## src/rtl/rob_commit.sv

```systemverilog
// Reorder buffer: allocates entries in program order, captures CDB results,
// answers two operand lookups and retires one entry per cycle to the regfile.
//
// Allocation handshake: an entry is taken on a clock edge only when
// alloc_valid and alloc_ready are both high and flush is low. alloc_tag is
// meaningful in that same cycle, and a request made while alloc_ready is low
// leaves all state untouched.
module rob_commit #(
   parameter int DEPTH = 8,
   parameter int TAG_W = 3
) (
   input  logic             clk,
   input  logic             rst,
   input  logic             flush,
   input  logic             alloc_valid,
   input  logic [4:0]       alloc_rd,
   output logic             alloc_ready,
   output logic [TAG_W-1:0] alloc_tag,
   input  logic             cdb_valid,
   input  logic [TAG_W-1:0] cdb_tag,
   input  logic [31:0]      cdb_val,
   input  logic [TAG_W-1:0] lk1_tag,
   input  logic [TAG_W-1:0] lk2_tag,
   output logic             lk1_ready,
   output logic             lk2_ready,
   output logic [31:0]      lk1_val,
   output logic [31:0]      lk2_val,
   output logic             load,
   output logic [4:0]       rd,
   output logic [31:0]      val,
   output logic [TAG_W-1:0] tag,
   output logic             empty,
   output logic [TAG_W:0]   count
);

   localparam logic [TAG_W:0] FULL_CNT = (TAG_W+1)'(DEPTH);

   logic [DEPTH-1:0] busy_q;
   logic [DEPTH-1:0] done_q;
   logic [4:0]       rd_mem  [DEPTH];
   logic [31:0]      val_mem [DEPTH];
   logic [TAG_W-1:0] head_q;
   logic [TAG_W-1:0] tail_q;
   logic [TAG_W:0]   count_q;

   logic alloc_fire;
   logic cdb_fire;
   logic commit_fire;

   // Event qualifiers; flush squashes every other action in its cycle.
   always_comb begin
      alloc_ready = (count_q < FULL_CNT);
      alloc_fire  = alloc_valid && alloc_ready && !flush;
      cdb_fire    = cdb_valid && busy_q[cdb_tag] && !flush;
      commit_fire = busy_q[head_q] && done_q[head_q] && !flush;
   end

   assign alloc_tag = tail_q;
   assign count     = count_q;
   assign empty     = (count_q == '0);

   // Per-entry storage: capture results, retire the head, claim the tail.
   always_ff @(posedge clk or posedge rst) begin
      if (rst) begin
         busy_q <= '0;
         done_q <= '0;
         for (int i = 0; i < DEPTH; i++) begin
            rd_mem[i]  <= '0;
            val_mem[i] <= '0;
         end
      end else if (flush) begin
         busy_q <= '0;
         done_q <= '0;
      end else begin
         if (cdb_fire) begin
            val_mem[cdb_tag] <= cdb_val;
            done_q[cdb_tag]  <= 1'b1;
         end
         if (commit_fire) begin
            busy_q[head_q] <= 1'b0;
            done_q[head_q] <= 1'b0;
         end
         if (alloc_fire) begin
            busy_q[tail_q] <= 1'b1;
            done_q[tail_q] <= 1'b0;
            rd_mem[tail_q] <= alloc_rd;
         end
      end
   end

   // Head/tail pointers wrap naturally at DEPTH; count tracks occupancy.
   always_ff @(posedge clk or posedge rst) begin
      if (rst) begin
         head_q  <= '0;
         tail_q  <= '0;
         count_q <= '0;
      end else if (flush) begin
         head_q  <= '0;
         tail_q  <= '0;
         count_q <= '0;
      end else begin
         if (alloc_fire)
            tail_q <= tail_q + TAG_W'(1);
         if (commit_fire)
            head_q <= head_q + TAG_W'(1);
         case ({alloc_fire, commit_fire})
            2'b10:   count_q <= count_q + (TAG_W+1)'(1);
            2'b01:   count_q <= count_q - (TAG_W+1)'(1);
            default: count_q <= count_q;
         endcase
      end
   end

   // Regfile write port; rd/val/tag hold between commits, x0 retires silently.
   always_ff @(posedge clk or posedge rst) begin
      if (rst) begin
         load <= 1'b0;
         rd   <= '0;
         val  <= '0;
         tag  <= '0;
      end else if (commit_fire) begin
         load <= (rd_mem[head_q] != 5'd0);
         rd   <= rd_mem[head_q];
         val  <= val_mem[head_q];
         tag  <= head_q;
      end else begin
         load <= 1'b0;
      end
   end

   // Lookup port 1: a same-cycle CDB broadcast bypasses the stored value.
   always_comb begin
      lk1_ready = 1'b0;
      lk1_val   = '0;
      if (cdb_valid && (cdb_tag == lk1_tag)) begin
         lk1_ready = 1'b1;
         lk1_val   = cdb_val;
      end else if (busy_q[lk1_tag] && done_q[lk1_tag]) begin
         lk1_ready = 1'b1;
         lk1_val   = val_mem[lk1_tag];
      end
   end

   // Lookup port 2: same rules as port 1.
   always_comb begin
      lk2_ready = 1'b0;
      lk2_val   = '0;
      if (cdb_valid && (cdb_tag == lk2_tag)) begin
         lk2_ready = 1'b1;
         lk2_val   = cdb_val;
      end else if (busy_q[lk2_tag] && done_q[lk2_tag]) begin
         lk2_ready = 1'b1;
         lk2_val   = val_mem[lk2_tag];
      end
   end

endmodule

```

## config.mk

```make
export PLATFORM = sky130hd
export DESIGN_NAME = rob_commit
export DESIGN_NICKNAME = d
export VERILOG_FILES = /design/src/rtl/rob_commit.sv
export SDC_FILE = /design/constraint.sdc
export NUM_CORES = 1
export LEC_CHECK = 0
export CAP_MARGIN = 20
export CORE_MARGIN = 1.5
export CORE_UTILIZATION = 54
export CTS_BUF_LIST = sky130_fd_sc_hd__clkbuf_16
export CTS_CLUSTER_DIAMETER = 30
export DETAILED_ROUTE_END_ITERATION = 6
export GPL_TIMING_DRIVEN = 0
export PLACE_DENSITY = 0.78
export SYNTH_ARGS = -nofsm -noshare
export SYNTH_HDL_FRONTEND = slang
export SYNTH_SLANG_ARGS = --single-unit
```

## constraint.sdc

```tcl
create_clock -name clk -period 13.25 [get_ports clk]
set_clock_uncertainty 0.1 [all_clocks]
set_input_delay 3.3125 -clock clk [delete_from_list [all_inputs] [get_ports clk]]
set_output_delay 3.3125 -clock clk [all_outputs]
set_load 0.005 [all_outputs]
```

==> summary.md <==
| Metric | Value |
|---|---|
| Leading cell type in the layout, fill and taps excluded | `dfrtp_1` |
| Post_cts resized | `0` |
| Post-synthesis mux area share | `43.34%` |
| Hold Path Class | `flip-flop to flip-flop` |
| Maximum VDD drop | `99.56 uV` |
| Layout Nets | `1792` |
| Crit Path Category | `primary input to output port` |
| Initial DRT Pass Iterations | `7` |
| Clock Sink Count | `363` |
| CTS tree | `built` |
| Die Ht | `around 200 um` |
| Startpoint class of the critical path | `primary input` |
| Die width | `199.7 um` |
| Ratio of cells with drive above 1 in the final layout | `between 30% and 40%` |
| Syn nets | `about 1600` |
| Slew @ Worst Pin | `~1.1 ns` |
| Adder-Cell Fraction of Synth Area | `0.2395%` |
| Vias in the first global route | `16476` |
| Cells taking the most area after synthesis | `dfrtp_1 43%, mux4_2 22%, mux2_2 15%, mux2i_1 4.7%, nand2_1 2.6%` |
| Post-CTS setup buffer count | `0` |
| Final Critical Period | `between 10 and 15 ns` |
| Fmax achieved | `96.38 MHz` |
| CTS HTree Levels | `3` |
| DRT iter0 DRCs | `1484` |
| Worst Path Required | `9.84 ns` |
| Crit share post-route | `78.31%` |
| Ys async rst share | `100.0%` |
| WP data arrival | `~7 ns` |
| Cell mode on critical path | `clkbuf_1` |
| Max_cap viols | `0` |
| Number of synthesized flops with an enable pin | `0` |
| Top FF cell, synth | `dfrtp_1` |
| Slew headroom | `approximately 24%` |
| First-pass GRT wire length | `99300 um` |
| Netlist cell types | `45` |
| Initial antenna violation count | `3` |
| Clk buf depth | `3` |
| Violated checks | `DRC` |
| Post-Syn Area | `about 0.021 mm2` |
| Xor and xnor area share after synthesis | `less than 1%` |
| I/O pins | `between 150 and 200` |
| Final setup violation count | `0` |
| Largest family of logic cells by synthesized area | `multiplexers` |
| Inserted Clock Buffers | `85` |
| Final wirelength | `roughly 67000 um` |
| Setup TNS Final | `0 ns` |
| HPWL after DPL | `42580 um` |
| Final core occ | `between 60% and 70%` |
| Starting Density | `55.23%` |
| Hold-fix buffers, CTS | `0` |
| GPL Wtd Cong | `0.9154` |
| Row Count | `71` |
| Largest net degree at the start of global routing | `45` |
| Slowest cell on crit path | `clkbuf_1` |
| PwrDens | `around 140 mW/mm2` |
| Commonest cells after routing, fill and taps aside | `363 x dfrtp_1, 270 x mux2_2, 206 x mux4_2` |
| Sequential share of the synthesized area | `43.46%` |
| Final ANT Viol Nets | `0` |
| Syn avg cell area | `13.89 um2` |
| Proportion of netlist area held by the largest area contributor | `43.46%` |
| Synth Area in Compound Gates | `4.370%` |
| Port bufs | `131` |
| Post-Synth Simple-Gate Area | `4.400%` |
| Worst-path clk slew | `0.05 ns` |
| Unrepaired setup endpoints after global routing | `false` |
| Core Area | `between 0.03 and 0.04 mm2` |
| Crit Path Max Fanout | `10` |
| Syn Inst Count | `1505` |
| Worst-Skew Late Latency | `just under 0.6 ns` |
| Status | `complete, but fails checks` |
| Static Leak | `0.01160 uW` |
| Clock root cell | `clkbuf_16` |
| Cells along the critical path | `clkdlybuf4s50_1, clkbuf_1, xor2_1, nor3_1, clkbuf_1, clkbuf_1, nand2_1, o31ai_1, clkdlybuf4s50_1` |
| Grt ovf | `0` |
| Die area | `0.03989 mm2` |
| Placed Cells | `roughly 2200` |
| Wire per inst | `28.71 um` |
| Non-filler instance count after layout | `2318` |
| Slew Limit Fails | `0` |
| Overall global routing resource usage | `34.17%` |
| Routed vias/inst | `just under 7` |
| Final routed DRC violation total | `1` |
| Synth area leader | `dfrtp_1` |
| Fin. Hold Viols | `0` |
| #FFs+latches synth | `363` |
| Crit. End Element | `output port` |
| CP max stage delay | `approximately 0.67 ns` |
| Layout area overhead | `25.09%` |
| DR vias | `15666` |
| YS warnings | `0` |
## flip-flops by register name (all words and copies together), names as in the netlist, 4 cells and up
register,flops
rd,5
count,4
val_mem,256
done_q,8
busy_q,8
rd_mem,40
val,32
## cell usage after synthesis (2+ instances only)
library cell,count
a2111oi_0,2
a21oi_1,10
a311o_1,2
a31oi_1,4
a41oi_1,2
and3_1,4
buf_1,54
buf_2,34
buf_4,2
buf_6,9
clkbuf_1,60
dfrtp_1,363
ha_1,4
inv_1,9
mux2_1,21
mux2_2,270
mux2_4,10
mux2i_1,99
mux4_2,206
nand2_1,146
nand2b_1,3
nand3_1,8
nand3b_1,2
nor2_1,23
nor2b_1,6
nor3_1,7
nor3b_4,2
nor4_1,4
o211ai_1,2
o21ai_0,44
o311ai_0,2
o31ai_1,66
xnor2_1,7
xor2_1,7
## per-stage QoR
step                      instance area (um2)  setup WS, ns  power (uW)  hold WS, ns
after floorplan                         20900         4.969        1434       0.3698
after global placement                  22850         2.611        1521       0.3638
after detailed placement                23080         3.013        1543       0.3660
after CTS                               26110         2.960        3757       0.3774
after global routing                    26140         2.801        3852       0.3899
final                                   26140         2.874        3754       0.3744
## cell families after synthesis
kind of cell	count (synthesis)
buf+inv	169
xor+xnor	14
flops	363
fa+ha+maj	4
mux	606
compound gates	138
simple gates	211
## worst paths after layout
path / start / end / slack (ns) / cells after the start
setup / recovery: lk2_tag[2] / lk2_val[18] / 2.87 / 9
hold / removal: rd[1] / rd[1] / 0.37 / 2
setup reg to reg: head_q[1] / count[3] / 9.41 / 11
hold reg to reg: rd[1] / rd[1] / 0.37 / 2
max in group asynchronous: rst / val_mem[120] / 8.89 / 5
min in group asynchronous: rst / val[0] / 3.00 / 2
## report_power, final
group          switching (uW)  internal (uW)  leakage (uW)
clock                     674           1540       0.00150
combinational             155            159       0.00510
sequential               52.3           1170       0.00500
total                     882           2870        0.0116
## routing by layer
layer / up-vias / share of wire (%) / GRT usage [%] / routed length, um
li1: 6272 / - / - / -
met1: 8087 / 37 / 43.96 / 24550
met2: 1055 / 48 / 53.05 / 31680
met3: 252 / 10 / 8.317 / 6697
met4: 0 / 5.4 / 20.44 / 3621
met5: - / 0 / 0 / 0
## final cells by class
cell class | instances | area (um2)
Multi-Input combinational cell | 973 | 11060
Tap cell | 511 | 639.4
Clock buffer | 89 | 2227
Inverter | 9 | 37.54
Fill cell | 2520 | 11700
Buffer | 160 | 719.4
Antenna cell | 3 | 7.507
Clock inverter | 65 | 799.5
Timing Repair Buffer | 145 | 1567
Sequential cell | 363 | 9084
## worst max-delay path: cells and delay by family
kind / cells / cell delay [ns]
AOI/OAI and AO/OA: 1 / 0.17
and+or+nand+nor: 2 / 0.39
buffers and inverters: 5 / 2.96
xor gates and xnor gates: 1 / 0.13
Note: power is estimated with default switching activity, not from simulation.
